### config.mk
export PLATFORM = sky130hd
export DESIGN_NAME = cmd_issue_queue
export DESIGN_NICKNAME = d
export VERILOG_FILES = /design/src/rtl/cmd_issue_queue.sv
export SDC_FILE = /design/constraint.sdc
export NUM_CORES = 1
export LEC_CHECK = 0
export ABC_AREA = 1
export CAP_MARGIN = 10
export CORE_MARGIN = 4
export CORE_UTILIZATION = 51
export DETAILED_ROUTE_END_ITERATION = 12
export PLACE_DENSITY = 0.76
export SYNTH_ARGS = -nofsm -noshare
export SYNTH_HDL_FRONTEND = slang
export SYNTH_SLANG_ARGS = --single-unit
### constraint.sdc
create_clock -name clk -period 6.2 [get_ports clk]
set_clock_uncertainty 0.2 [all_clocks]
set_input_delay 1.24 -clock clk [delete_from_list [all_inputs] [get_ports clk]]
set_output_delay 1.24 -clock clk [all_outputs]
set_load 0.01 [all_outputs]
### src/rtl/cmd_issue_queue.sv
// Command issue queue: buffers host commands in a circular FIFO and issues them one at a time
// to the data/control router, inserting a zeroed DRAIN cycle between consecutive commands.
module cmd_issue_queue #(
    parameter int DEPTH = 4
) (
    input  logic        clk,
    input  logic        reset,
    input  logic        host_valid,
    input  logic [31:0] host_instruction,
    input  logic [31:0] host_offset,
    input  logic [31:0] host_filesize,
    output logic        host_ready,
    input  logic        acc_done,
    output logic [31:0] instruction,
    output logic [31:0] offset,
    output logic [31:0] filesize,
    output logic        busy,
    output logic        cmd_done,
    output logic        err_zero_size,
    output logic [4:0]  queue_count
);

    localparam int         PTR_W   = (DEPTH > 1) ? $clog2(DEPTH) : 1;
    localparam logic [4:0] DEPTH_C = 5'(DEPTH);

    typedef enum logic [1:0] {
        IDLE,
        RUN,
        DRAIN
    } state_e;

    typedef struct packed {
        logic [31:0] instr;
        logic [31:0] offset;
        logic [31:0] filesize;
    } cmd_t;

    cmd_t             mem_q [DEPTH];
    state_e           state_q, state_d;
    logic [PTR_W-1:0] head_q, head_d;
    logic [PTR_W-1:0] tail_q, tail_d;
    logic [4:0]       count_q, count_d;
    cmd_t             out_q, out_d;
    logic             busy_q, busy_d;
    logic             cmd_done_q, cmd_done_d;
    logic             err_q, err_d;
    logic             acc_prev_q, acc_prev_d;

    logic accept;
    logic push;
    logic pop;
    logic launch;
    logic done_edge;

    // Ready is decoded from the registered count so a pop on the same edge cannot raise it.
    assign host_ready = (count_q < DEPTH_C);
    assign accept     = host_valid & host_ready;
    assign push       = accept & (|host_filesize);

    // A held completion only counts once: the router must drop acc_done before completing again.
    assign done_edge  = acc_done & ~acc_prev_q;
    assign pop        = (state_q == RUN) & done_edge;
    assign launch     = (state_q == IDLE) & (count_q != 5'd0);

    // State register
    always_ff @(posedge clk or negedge reset) begin
        if (!reset) begin
            state_q <= IDLE;
        end else begin
            state_q <= state_d;
        end
    end

    // Next-state logic
    always_comb begin
        // NOTE: every comb output gets a default first so no path leaves it unassigned (no latch).
        state_d = state_q;
        unique case (state_q)
            IDLE:    if (launch) state_d = RUN;
            RUN:     if (pop)    state_d = DRAIN;
            DRAIN:   state_d = IDLE;
            default: state_d = IDLE;
        endcase
    end

    // Output logic: next values of the registered router-facing outputs
    always_comb begin
        out_d      = out_q;
        busy_d     = busy_q;
        cmd_done_d = 1'b0;
        unique case (state_q)
            IDLE: begin
                if (launch) begin
                    out_d  = mem_q[head_q];
                    busy_d = 1'b1;
                end
            end
            RUN: begin
                if (pop) begin
                    out_d      = '0;
                    busy_d     = 1'b0;
                    cmd_done_d = 1'b1;
                end
            end
            default: begin
                out_d  = '0;
                busy_d = 1'b0;
            end
        endcase
    end

    // Queue pointers, occupancy and status pulses
    always_comb begin
        head_d     = pop  ? head_q + PTR_W'(1) : head_q;
        tail_d     = push ? tail_q + PTR_W'(1) : tail_q;
        err_d      = accept & ~(|host_filesize);
        acc_prev_d = acc_done;
        unique case ({push, pop})
            2'b10:   count_d = count_q + 5'd1;
            2'b01:   count_d = count_q - 5'd1;
            default: count_d = count_q;
        endcase
    end

    always_ff @(posedge clk or negedge reset) begin
        if (!reset) begin
            head_q     <= '0;
            tail_q     <= '0;
            count_q    <= '0;
            out_q      <= '0;
            busy_q     <= 1'b0;
            cmd_done_q <= 1'b0;
            err_q      <= 1'b0;
            acc_prev_q <= 1'b0;
        end else begin
            // NOTE: sequential state uses non-blocking assignments so all flops update together.
            head_q     <= head_d;
            tail_q     <= tail_d;
            count_q    <= count_d;
            out_q      <= out_d;
            busy_q     <= busy_d;
            cmd_done_q <= cmd_done_d;
            err_q      <= err_d;
            acc_prev_q <= acc_prev_d;
        end
    end

    // NOTE: storage is not reset; count and pointers alone decide which entries are valid.
    always_ff @(posedge clk) begin
        if (push) begin
            mem_q[tail_q] <= '{instr: host_instruction, offset: host_offset, filesize: host_filesize};
        end
    end

    assign instruction   = out_q.instr;
    assign offset        = out_q.offset;
    assign filesize      = out_q.filesize;
    assign busy          = busy_q;
    assign cmd_done      = cmd_done_q;
    assign err_zero_size = err_q;
    assign queue_count   = count_q;

endmodule

======== After elaboration in Yosys (flattened, before gate mapping) ========
Memory sizes are Yosys's and may differ from the RTL's.
Cells that the tools add are included.
operators by class
  eq/ne operators ......................... 5
  reduce and logical (&&, ||, !) cells .... 5
  order comparisons ....................... 1
  bitwise gates (word level) .............. 8
  add/sub/neg operators ................... 4
  muxes and demuxes ....................... 14
operators with widths
  kind                 count
  $mux 96              2
  $pmux 96 s2          1
  $reduce_or 32->1     1
  $pmux 5 s2           1
  $and 1x1->1          6
  $mux 1               6
  $add 5x1->5 const B  1
  $lt 5x3->1 const B   1
  $reduce_bool 5->1    1
  $sub 5x1->5 const B  1
  $add 2x1->2 const B  2
  $eq 2x1->1 const B   2
  $mux 2               2
  $ne 2x2->1 const B   2
  $pmux 2 s2           1
  $eq 2x2->1 const B   1
  $logic_not 2->1      1
  $not 1->1            2
  $pmux 1 s2           1
  $reduce_and 2->1     1
  $reduce_bool 2->1    1
word-level totals
  bits in registers ....................... 111
  memory bits (writable) .................. 384
  word-level logic and storage cells ...... 49
  memories ................................ 1
  output and inout bits ................... 105
memories
  memory  depth  width  read ports  clocked after Yosys merged registers in  wr ports  line  text
  mem_q   4      96     1           0                                        1         38    cmd_t mem_q [DEPTH];

======== Logic depth before layout (Yosys ltp) ========
Gate-level depths: netlist of run 1.
  depth in word-level cells ............... 5
  depth in mapped cells ................... 16

======== Worst setup path before layout of run 1 ========
Ideal clock, no wire load.
  path kind ............................... input to register
  from .................................... input port host_filesize[1]
  to ...................................... memory mem_q[0][0] (netlist bit), enable pin
  setup time .............................. 0.552 ns
  arrival ................................. 5.612 ns
  buffers on the path ..................... 0
  stages on the path ...................... 6
  slack ................................... -0.164 ns
  cell sequence ........................... nor2_1 nand2_1 nor2_1 nand2_1 o21ai_1 nor2_1
on the way
  cells in the longest elaborated chain, start to end .. 4
ends and longest elaborated chain
  element                       line  text
  start: declaration            11    input logic [31:0] host_filesize,
  $reduce_or 32->1              58    assign push = accept & (|host_filesize);
  $and 1x1->1                   58
  $mux 1                        150   if (push) begin
  $mux 1 (not written as such)  151   mem_q[tail_q] <= '{instr: host_instruction, offset: host_offset, filesize: host_filesize};
  end: declaration              38
Every way passes these cells.

======== Worst setup path after layout of run 1 ========
  from .................................... input port host_filesize[4]
  to ...................................... register count_q[4] (netlist: queue_count[4])
on the way
  cells in the longest elaborated chain, start to end .. 4
  elaborated cells on any way between the ends .. 6
  those cells by class .................... eq/ne: 2; mux: 1; bitwise: 1; reduce/logical: 2
ends and longest elaborated chain
  element                                          line  text
  $reduce_or 32->1 *                               58
  $and 1x1->1 *                                    58
  $eq 2x1->1 or $eq 2x2->1 (tied branches)         118   unique case ({push, pop})
  $pmux 5 s2 or $reduce_bool 2->1 (tied branches)  n/a
  end signal: assignment                           139   count_q <= count_d;
  end: declaration                                 42    logic [4:0] count_q, count_d;
Mark *: on every way between the ends. The rest lies on a longest branch, timed or not.
A chain may end at the register's enable or synchronous reset.

==> flow_results.org, run 1 <==
** Power and ir drop
- Cell-internal power :: approximately 7.5 mW
- The share of total power dissipated in combinational logic is 0.318.
- The worst-case IR drop observed on VDD is around 0.36 mV.
- Clock Power Share :: 0.273
- Leak pwr :: roughly 8.2 nW
- Switching power summed over all nets :: 3.772 mW
- Of the total power, the share spent switching nets is 0.3351.
- Reg power frac :: 0.409
- Power Density :: 485.2 nW/µm²

** STA
- In this run the tightest slew margin relative to its limit is 0.3391.
- Timing-limited maximum frequency :: 269.9 MHz
- Max Transition Viols Final :: 0
- At the pin with the least slew margin, the transition time is a little under 1 ns.
- Setup violations remaining at the end of the flow were counted as 0.
- Setup repair after global routing left no endpoint under its margin.
- The number of hold violations in the final report came to 0.
- The tightest hold path in the finished design has a slack of roughly 0.28 ns.
- Final setup TNS :: 0 ns
- For the finished layout, the period the worst path requires is 3.705 ns.
- Final worst-path cycle share :: 0.5976

** Clock tree
- Cts repair resizes :: 0
- Clock buffer count from CTS :: 49
- TritonCTS clock tree :: done
- Post-CTS setup buffer count :: 0
- CTS Hold Bufs :: 0
- The tree built by TritonCTS fans out to 494 sinks.
- Buffer type at the clock tree root :: sky130_fd_sc_hd__clkbuf_16
- CTS built an H-tree with a depth of 2.
- Max Buffers Root-to-Sink :: 3
- Clock latency at the later pin of the worst-skew pair :: 0.57 ns
- Clock transition time at the flip-flop clock pins of the worst setup and hold paths :: 0.06 ns

** Synth
- The cell count after synthesis came out at 1395.
- The share of synthesized area in the top cell type comes to 0.6003.
- #FFs+latches synth :: ~490
- The complex-gate fraction of the synthesized area came to 0.1281.
- XOR/XNOR share of the synthesized area :: 0.001824
- Combinational family with the most area after synthesis :: compound AO/OA/AOI/OAI gates
- Of the synthesized area, sequential elements account for 0.7436.
- Post-synthesis instance area :: 19210 µm²
- Counting distinct cell types in the post-synthesis netlist gives 31.
- Of the total synthesized cell area, the portion taken by full adders, half adders and majority gates is 0.004559.
- Fraction of synthesized area in multiplexers :: 0
- The Yosys step of the flow raised 0 warnings.
- Yosys attributes the largest share of cell area to sky130_fd_sc_hd__edfxtp_1, sky130_fd_sc_hd__dfrtp_1, sky130_fd_sc_hd__nor2_1.
- Mapped Avg Cell Area :: 13.77 µm²
- The largest total area in the synthesized netlist belongs to sky130_fd_sc_hd__edfxtp_1.
- The number of nets handed over by synthesis was 1502.
- Of the total synthesized cell area, the portion taken by AND, OR, NAND and NOR gates is 0.08624.

** Hold path
- The startpoint identified for the worst hold timing path is filesize[2]$_DFFE_PN0P_.
- Class of the worst hold path :: register to register

** Routing
- The count of nets left with antenna violations once routing finished came out at 0.
- For this run, design rule violations remaining after detail routing come to 0.
- Total Wirelength :: 43790 µm
- Via count :: 11830
- Starting DRT DRC Count :: ~800
- After detailed routing, the number of vias per cell comes to 5.543.
- Detailed Routing Iterations Pass 1 :: 5
- Routed length per placed instance :: 20.52 µm

** Flow run
- Max_cap viols :: 0

** Cells and area
- The library cell used most frequently in the layout, excluding fill and tap cells, is sky130_fd_sc_hd__edfxtp_1.
- Commonest non-fill, non-tap cells in the layout :: sky130_fd_sc_hd__edfxtp_1, sky130_fd_sc_hd__nor2_1, sky130_fd_sc_hd__clkdlybuf4s50_1
- Fill cell total of the finished layout :: 2680
- Of the cells placed in the final design, the portion with a size suffix greater than 1 is 0.1194.
- The final layout contains 1691 nets.
- The area growth from synthesis to layout is 20.76%.

** Placement
- Detail Placement HPWL :: 24880 µm
- At the end of routability-driven placement, the weighted congestion stood at 0.7652.
- The count of buffers added on input and output ports is 204.

** Floorplan
- Die Width :: 202.1 µm
- In this run the vertical extent of the chip is between 200 and 250 µm.
- Standard-cell row count :: 70
- During I/O placement, the number of pins put on the boundary was 205.
- Die Area :: 40830 µm²
- Core ar. :: 36870 µm²
- For this configuration, the core starts out at a cell density of 0.5210.

** Setup path
- Largest incremental delay on the critical path :: approximately 0.52 ns
- The cell that appears most often on the critical path is sky130_fd_sc_hd__nand2_1.
- Reg-to-reg startpoint :: head_q[0]$_DFFE_PN0P_
- Data arrival time of the critical path :: 3.96 ns
- Start point of the critical path :: host_filesize[4]
- Crit start category :: primary input
- For the worst setup path, the data required time is ~6.5 ns.
- The slowest stage of the critical path belongs to the cell sky130_fd_sc_hd__clkdlybuf4s50_1.
- The critical path in this run is classified as primary input to register.
- Max Fanout on Critical Path :: 8
- The critical path goes through clkdlybuf4s50_1, nor2_1, nand2_1, nor2_1, nand2_1, o21ai_1, buf_4, ha_1, nand2_1, inv_1, nor2_1, ha_1, a21o_1, nand3_1, nand3_1, nand3_1, nand2_1.
- CP Capture Type :: register

** Status
- The run finished with clean final reports.

** Global routing
- After global routing the overflow that remains totals 0.
- Pin count of the biggest net entering global routing :: 125
- Global-route wire length before repair :: about 68000 µm
- Via count of the first global-routing pass :: about 12000
- GR Util All Layers :: 0.2119
- The initial antenna violation count came to 5.
## path summary, 6_finish.rpt
| check | endpoint | slack [ns] | cells after the start |
|---|---|---|---|
| min in group asynchronous | err_zero_size$_DFF_PN0_ | 0.42 | 1 |
| worst max-delay path | queue_count[4]$_DFFE_PN0P_ | 2.49 | 17 |
| worst min register to register | filesize[2]$_DFFE_PN0P_ | 0.28 | 2 |
| worst min-delay path | filesize[2]$_DFFE_PN0P_ | 0.28 | 2 |
| worst max register to register | instruction[13]$_DFFE_PN0P_ | 2.99 | 5 |
| max in group asynchronous | head_q[0]$_DFFE_PN0P_ | 4.00 | 2 |
## layout make-up
cell class	instances	area, µm²	area share
sequential	494	14290	0.6161
multi-input combinational	796	4269	0.1840
timing repair buffer	221	2208	0.09520
clock buffer	57	1329	0.05728
tap	504	630.6	0.02718
clock inverter	35	367.9	0.01586
inverter	22	88.84	0.003830
antenna	5	12.51	0.0005394
## synth_stat cells (all sizes together)
| cell | instances |
|---|---|
| edfxtp | 384 |
| o21ai | 292 |
| nor2 | 246 |
| nand2 | 135 |
| dfrtp | 110 |
| o22a | 96 |
| buf | 65 |
| inv | 20 |
| clkbuf | 18 |
| nand3 | 9 |
| ha | 7 |
| nand4 | 3 |
| xnor2 | 3 |
| clkinv | 2 |
| a21o | 1 |
| and2 | 1 |
| nand3b | 1 |
| nor3 | 1 |
| xor2 | 1 |
## metal layers
layer / wire, µm / vias to the layer above / global-route usage
met3: 2968 / 77 / 0.04171
met2: 21450 / 416 / 0.3497
met1: 18320 / 5877 / 0.2860
met4: 1056 / 0 / 0.07056
li1: - / 5459 / -
met5: 0 / - / 0
## power groups by stage
stage	logic [mW]	registers (mW)	clock network [mW]
final	3.58	4.60	3.07
after CTS	3.62	4.61	3.13
after floorplan	2.36	4.69	0
after global routing	3.92	4.67	3.27
after detailed placement	3.60	4.67	0
after global placement	3.50	4.65	0
## sequential cells by signal (all words and copies together), names as in the netlist
name,count
tail_q,2
filesize,32
head_q,2
state_q,2
offset,32
acc_prev_q,1
instruction,32
mem_q,384
queue_count,5
err_zero_size,1
cmd_done,1
## kinds of logic after synthesis
group	Yosys count
compound gates	389
xor+xnor	4
fa+ha+maj	7
buf+inv	105
flops	494
simple gates	396
## worst max-delay path: cells and delay by family
family          cells  cell delay [ns]
simple gates       10             1.06
fa+ha+maj           2             0.45
compound gates      2             0.34
buf+inv             3             0.85
## per-stage QoR
step / area [µm²] / utilization / setup WS, ns / cells / total power, mW
floorplan: 19210 / - / -0.1644 / 1395 / 7.055
global placement: 21490 / 0.5828 / 2.104 / 2037 / 8.153
detailed placement: 21490 / 0.5828 / 2.015 / 2037 / 8.266
CTS: 23180 / 0.6288 / 2.604 / 2129 / 11.36
global route: 23190 / 0.6290 / 2.374 / 2132 / 11.87
finish: 23200 / 0.6291 / 2.495 / 2134 / 11.26
Power figures use the tool's default switching activity.
==> run 2, diff against run 1 <==
clock period = 3.1 ns   (was 6.2 ns; I/O delays follow)
==> run 2 against run 1 <==
  * Highest routed layer is now met5
  * Non-clock buffer count rose by 49
  * Flip-flop and latch count did not move
  * Global-route usage rose by 0.26 points
  * Cell area is 2.5% higher
  * Clock-buffer cell count rose by 10
  * Wire length up 1.4%
==> flow_results.org, run 2 (synthesis gave the netlist of run 1 again) <==
** Placement
- The pre-CTS worst setup slack was -0.3064 ns (was 2.015 ns).
- The count of input and output buffers came to 204 (unchanged).
- The routability-driven placement congestion ratio came to 0.8038 (was 0.7652).
- The number of placed cells counting well taps came to 2085 (was 2037).
- Detail Placement HPWL :: 26750 µm (was 24880 µm)

** Floorplan
- Number of I/O pins :: 205 (unchanged)
- The width of the chip came to 202.1 µm (unchanged).
- The placeable core area was 36870 µm² (unchanged).
- The area enclosed by the die boundary came to 40830 µm² (unchanged).
- The die span in y came to 202.1 µm (unchanged).
- The floorplan row count came to 70 (unchanged).
- The initial standard-cell utilization of the core is 0.5210 (unchanged).

** Setup path
- The cell with the most instances on the worst path is sky130_fd_sc_hd__nand2_1 (unchanged).
- The data required time at the worst endpoint was 3.35 ns (was 6.45 ns).
- The startpoint of the worst register-to-register path is queue_count[2]$_DFFE_PN0P_ (was head_q[0]$_DFFE_PN0P_).
- The critical path launch point type was a primary input (unchanged).
- Library cell contributing the largest single delay on the critical path :: sky130_fd_sc_hd__clkdlybuf4s50_1 (unchanged)
- Data arrival time of the critical path :: 3.11 ns (was 3.96 ns)
- FF-to-FF setup slack :: 0.55 ns (was 2.99 ns)
- The number of cell instances on the worst register-to-register path was 15 (was 5).
- The kind of critical path is primary input to register (unchanged).
- List of cells traversed by the critical path: clkdlybuf4s50_1, nor2_1, nand2_1, nor2_1, nand2_1, o21ai_4, ha_1, nand2_1, inv_1, nor2_1, ha_1, a21o_1, nand3_1, nand3_1, nand3_1, nand2_1 (was clkdlybuf4s50_1, nor2_1, nand2_1, nor2_1, nand2_1, o21ai_1, buf_4, ha_1, nand2_1, inv_1, nor2_1, ha_1, a21o_1, nand3_1, nand3_1, nand3_1, nand2_1).
- Largest incremental delay on the critical path :: 0.52 ns (about the same)
- The critical-path maximum fanout came to 6 (was 8).
- The startpoint of the most critical setup path is host_filesize[0] (was host_filesize[4]).
- CP Capture Type :: register (unchanged)
- Crit Reg-Reg Endpoint :: queue_count[4]$_DFFE_PN0P_ (was instruction[13]$_DFFE_PN0P_)

** STA
- The number of hold violations in the final report came to 0 (unchanged).
- Derived from the worst setup path, the maximum achievable clock frequency is 349.4 MHz.
- Final count of negative-setup-slack endpoints :: 0 (unchanged)
- The worst slew margin relative to its limit was 0.4376 (was 0.3391).
- RSZ-0062 raised after global routing :: false (unchanged)
- The post-layout worst setup margin is 0.2379 ns (was 2.495 ns).
- The final number of max-transition violations is 0 (unchanged).
- The smallest clock period supported by the final layout is computed as 2.862 ns.
- Dividing the final minimum period by the clock period gives 0.9232.
- Actual slew at the worst max-slew pin :: 0.8436 ns (was 0.9914 ns)

** Clock tree
- The post-cts resize count was 0 (unchanged).
- The total clock buffers created by CTS came to 49 (unchanged).
- Clock Sinks :: 494 (unchanged)
- TritonCTS clock tree :: done (unchanged)
- The maximum buffer depth of the clock tree came to 3 (unchanged).
- Clock latency at the later pin of the worst-skew pair :: 0.57 ns (about the same)
- Clock transition time at the flip-flop clock pins of the worst setup and hold paths :: 0.06 ns (about the same)
- H-tree depth reported by CTS :: 2 (unchanged)
- The clock root buffer is sky130_fd_sc_hd__clkbuf_16 (unchanged).

** Power and ir drop
- Leak pwr :: 8.483 nW (was 8.207 nW)
- IR Drop Worst-Case VDD :: 0.8913 mV (was 0.3560 mV)
- The total design power is 22.86 mW (was 11.26 mW).
- The power density over the cells was 961.8 nW/µm² (was 485.2 nW/µm²).

** Routing
- Uppermost metal layer occupied by signal nets :: met5 (was met4)
- The remaining antenna violation count came to 0 (unchanged).
- The via-per-instance ratio came to 5.528 (was 5.543).
- The iteration-0 DRC count of the detailed router is 925 (was 803).
- The met2 wire length is 22000 µm (was 21450 µm).
- The met3 layer wire length in the routed design is 2639 µm (was 2968 µm).
- Number of remaining DRC errors :: 0 (unchanged)
- Routed length per placed instance :: 20.39 µm (was 20.52 µm)
- The total routed wirelength came to 44410 µm (was 43790 µm).
- The number of vias in the routed layout is 12040 (was 11830).
- Detailed-routing wirelength on met1 :: 18850 µm (was 18320 µm)
- Detailed Routing Iterations Pass 1 :: 5 (unchanged)

** Global routing
- Total congestion overflow after global routing :: 0 (unchanged)
- GR Util All Layers :: 0.2144 (was 0.2119)
- Via count of the first global-routing pass :: 12340 (was 12120)
- The pin count of the biggest net entering global routing came to 194 (was 125).
- Global-route wire length before repair :: 69500 µm (was 67920 µm)
- Antenna violations before repair :: 2 (was 5)

** Cells and area
- Commonest non-fill, non-tap cells in the layout :: sky130_fd_sc_hd__edfxtp_1, sky130_fd_sc_hd__nor2_1, sky130_fd_sc_hd__clkdlybuf4s50_1 (unchanged)
- The flip-flop count of the largest register, all copies and words added is 384 (unchanged).
- Most common cell after layout, fill and taps aside :: sky130_fd_sc_hd__edfxtp_1 (unchanged)
- Count of antenna diodes in the layout :: 0 (was 5)
- Total number of nets in the final design :: 1740 (was 1691)
- Area growth, synth to finish :: 23.73% (was 20.76%)
- Final std cells w/o fill :: 2178 (was 2134)
- Register with the most flip-flops :: mem_q (unchanged)
- The number of fill cells in the layout was 2639 (was 2680).
- The ratio of cells with drive above 1 in the final layout was 0.1398 (was 0.1194).

** Status
- Run status :: completed (unchanged)

** Hold path
- Class of the worst hold path :: register to register (unchanged)
- Hold Path Origin :: instruction[24]$_DFFE_PN0P_ (was filesize[2]$_DFFE_PN0P_)
- Cell depth of the worst hold path :: 2 (unchanged)
- The worst hold endpoint is instruction[24]$_DFFE_PN0P_ (was filesize[2]$_DFFE_PN0P_).

** Flow run
- Max_cap viols :: 0 (unchanged)
## run 2: cell count changes in the layout (fill, tap and decap cells not counted), sizes merged
cell and delta:
dlygate4sd3 +1, clkbuf +10, diode -5, buf +48
inv -3, bufinv +1, clkinv -8
## run 2: power breakdown
| group | switching [mW] | internal (mW) |
|---|---|---|
| clock network | 2.43 | 3.70 |
| registers | 0.578 | 8.45 |
| logic | 4.56 | 3.14 |
| total | 7.57 | 15.3 |
## run 2: routing by layer
layer	vias to the layer above	GRT usage
li1	5547	-
met1	6053	0.2936
met2	367	0.3585
met3	69	0.04043
met4	4	0.05566
met5	-	0
## run 2: layout make-up
| type | instances | area, µm² | share of cell area |
|---|---|---|---|
| clock buffers | 67 | 1335 | 0.05617 |
| clock inverters | 25 | 347.8 | 0.01463 |
| inverters | 22 | 90.09 | 0.003790 |
| multi-input cells | 796 | 4280 | 0.1801 |
| flip-flops and latches | 494 | 14290 | 0.6014 |
| well taps | 504 | 630.6 | 0.02653 |
| repair buffers | 270 | 2791 | 0.1174 |
## run 2: worst max path at each step
| stage | endpoint | slack (ns) | cells past startpoint |
|---|---|---|---|
| 2_1_floorplan | mem_q[0][0]$_DFFE_PP_ | -0.05 | 5 |
| 3_5_place_dp | queue_count[4]$_DFFE_PN0P_ | -0.31 | 16 |
| 4_1_cts | queue_count[4]$_DFFE_PN0P_ | 0.25 | 16 |
| 3_3_place_gp | queue_count[4]$_DFFE_PN0P_ | -0.25 | 16 |
| 6_report | queue_count[4]$_DFFE_PN0P_ | 0.24 | 16 |
| 5_1_grt | queue_count[4]$_DFFE_PN0P_ | 0.07 | 16 |
## run 2: timing repair
action	4_1_cts	5_1_grt
hold buffers	1	0
hold endpoints to repair	54	0
buffers inserted	0	0
## run 2: critical path: cells and delay by family
kind / cells / cell delay [ns]
AO/OA/AOI/OAI: 2 / 0.37
AND/OR/NAND/NOR: 10 / 1.13
adder cells (fa/ha/maj): 2 / 0.40
buffers and inverters: 2 / 0.59
## run 2: metrics by stage
stage | hold WS [ns] | cell area [µm²] | util | setup TNS (ns)
global placement | 0.2731 | 22080 | 0.5987 | -0.5096
floorplan | 0.1244 | 19250 | - | -13.20
global route | 0.3043 | 23770 | 0.6446 | 0
finish | 0.2841 | 23770 | 0.6446 | 0
CTS | 0.2879 | 23770 | 0.6446 | 0
detailed placement | 0.2737 | 22080 | 0.5987 | -0.7416
==> RTL change: new RTL, settings of run 2 <==
Change the parameter `DEPTH` from 4 to 8.
--- a/src/rtl/cmd_issue_queue.sv
+++ b/src/rtl/cmd_issue_queue.sv
@@ -2,5 +2,5 @@
 // to the data/control router, inserting a zeroed DRAIN cycle between consecutive commands.
 module cmd_issue_queue #(
-    parameter int DEPTH = 4
+    parameter int DEPTH = 8
 ) (
     input  logic        clk,
Behaviour: no difference found for any inputs over 4 cycles, from zero or initial values and one cycle with reset low; that may be too few to reach the edited logic, so the function may still have changed.
==> RTL change against run 2 <==
- register-to-register slack got worse by 90 ps
- sequential cell count is 386 higher
- wire length increased by 86%
- synthesized area increased by 83%
- setup slack got worse by 45 ps
- critical path depth fell by 1
- total power increased by 66%
- sequential power grew 71%
- design area up 77%
- critical endpoint unchanged
- largest cell class unchanged
- largest power group unchanged
- highest routed layer unchanged
==> RTL change: results (changes against run 2) <==
Status: complete, no violations
DR iter-0 viols: 2146 (+130%)
Number of buffers created by CTS: 88 (+80%)
Met1 GRT Util: 0.2943 (+0.0006853)
Cell Area, Placed: 38960 um^2 (+76%)
First-pass GRT wire length: 127400 um (+83%)
Number of global-route vias before repair: 22480 (+82%)
Post-synth top cells: edfxtp_1 (768), nand2_1 (439), inv_1 (412), nand3_1 (303), o21ai_0 (195)
Initial antenna violation count: 9 (+7)
Synth cell types: 24 (-23%)
Register area share after synthesis: 0.7351 (-0.008485)
Drt pass-1 iters: 7 (+2)
VDD IR max: 812.5 uV (-8.8%)
GR Util All Layers: 0.2213 (+0.006838)
GP Congestion: 0.8579 (+6.7%)
Clock slew at reported path FFs: 60 ps (about the same)
Met3 Use GR: 0.03441 (-0.006021)
Pin count of the biggest net entering global routing: 133 (-31%)
Post-CTS setup repair buffer count: 0 (unchanged)
Total Wirelength: 82560 um (+86%)
Met2 Usage GRT: 0.3775 (+0.01896)
Leak: 16.05 nW (+89%)
Critical path startpoint: host_filesize[22]
Sw power: 12.62 mW (+67%)
Ys async rst share: 0.1273 (-0.09540)
Dpl hpwl: 49690 um (+86%)
Largest Register: mem_q
Clock root buffer: clkbuf_16
Clock Latency Late Sink: 630 ps (+60 ps)
Syn nets: 2950 (+96%)
Largest cells by area after synthesis: edfxtp_1 (66%), dfrtp_1 (8.0%), nand2_1 (4.7%), inv_1 (4.4%), nand3_1 (4.3%)
Largest register FFs: 768 (+100%)
Min-delay src: instruction[4]$_DFFE_PN0P_
Crit path max fanout: 9 (+3)
Share of post-route cells with drive strength above 1: 0.08606 (-0.05373)
Post-layout nets: 3185 (+83%)
Combinational power share: 0.306 (-0.031)
Post-synth EDFFs: 768 (+100%)
Clock network power share: 0.289 (+0.021)
Vias per cell: 5.583 (+1.0%)
Reg-to-Reg Start: queue_count[4]$_DFFE_PN0P_
Actual slew at the worst max-slew pin: 727.0 ps (-116.6 ps)
Power Combinational: 11.6 mW (+51%)
H-tree depth: 3 (+1)
## RTL change: cell count changes in the layout (fill, tap and decap cells not counted), sizes merged, moves of 45 or more
| cell | change |
|---|---|
| clkbuf | +46 |
| nand3 | +294 |
| inv | +397 |
| o21ai | -96 |
| o22a | -96 |
| nor2 | -208 |
| nand2 | +304 |
| o211ai | +192 |
| edfxtp | +384 |
| buf | +45 |
| a21oi | +193 |
## RTL change: timing repair
item / 4_1_cts / 5_1_grt
resized for setup: 0 / 1
hold buffers: 1 / 0
endpoints found under the setup margin: 0 / 2
hold endpoints to repair: 48 / 0
## RTL change: cells by family (layout without fill, tap and decap cells)
| logic type | after synthesis | after routing | share of synthesized area |
|---|---|---|---|
| flip-flops | 880 | 880 | 0.7351 |
| adder cells (fa/ha/maj) | 6 | 6 | 0.002134 |
| AND/OR/NAND/NOR | 785 | 785 | 0.09484 |
| buffers and inverters | 584 | 889 | 0.06963 |
| AO/OA/AOI/OAI | 583 | 583 | 0.09683 |
| XOR/XNOR | 6 | 6 | 0.001494 |
| other | 0 | 2 | 0 |
## RTL change: stage by stage
step	setup TNS (ps)	setup slack (ps)	hold slack, ps	util	instances
after floorplan	-14410	-64.23	124.4	-	2844
after global placement	-11500	-238.9	265.9	0.5691	3870
after detailed placement	-25670	-399.3	264.7	0.5691	3870
after CTS	0	194.6	270.8	0.6134	4031
after global routing	0	33.08	299.5	0.6135	4033
final	0	193.2	277.0	0.6135	4033
## RTL change: final cells by class
type / instances / area (um^2)
well taps: 882 / 1104
clock buffers: 113 / 2439
inverters: 414 / 1558
multi-input cells: 1380 / 6984
repair buffers: 315 / 3455
fillers: 4949 / 26460
flip-flops and latches: 880 / 25880
diodes: 2 / 5.005
clock inverters: 47 / 585.6
## RTL change: final timing paths
| path | end | slack [ps] | cells after the start |
|---|---|---|---|
| setup / recovery | queue_count[4]$_DFFE_PN0P_ | 190 | 15 |
| hold / removal | instruction[4]$_DFFE_PN0P_ | 280 | 2 |
| setup reg to reg | queue_count[4]$_DFFE_PN0P_ | 460 | 13 |
| hold reg to reg | instruction[4]$_DFFE_PN0P_ | 280 | 2 |
| max in group asynchronous | head_q[0]$_DFFE_PN0P_ | 1600 | 3 |
| min in group asynchronous | offset[31]$_DFFE_PN0P_ | 360 | 2 |
## RTL change: critical path, stage by stage
cell and delay [ps]:
clkdlybuf4s50_1 570, nor2_2 210, nand2_1 90, nor2_1 120, nand2_1 120, o21ai_4 180, ha_1 300, xor2_1 240
ha_1 200, a21o_1 140, nand3_1 130, nand2_1 90, nand2_1 50, nand3_1 80, nand2_1 60
## RTL change: routing by layer
| metal | up-vias | wire (um) |
|---|---|---|
| met3 | 158 | 5511 |
| met1 | 11090 | 33610 |
| li1 | 10420 | - |
| met5 | - | 57 |
| met4 | 10 | 2033 |
| met2 | 838 | 41350 |
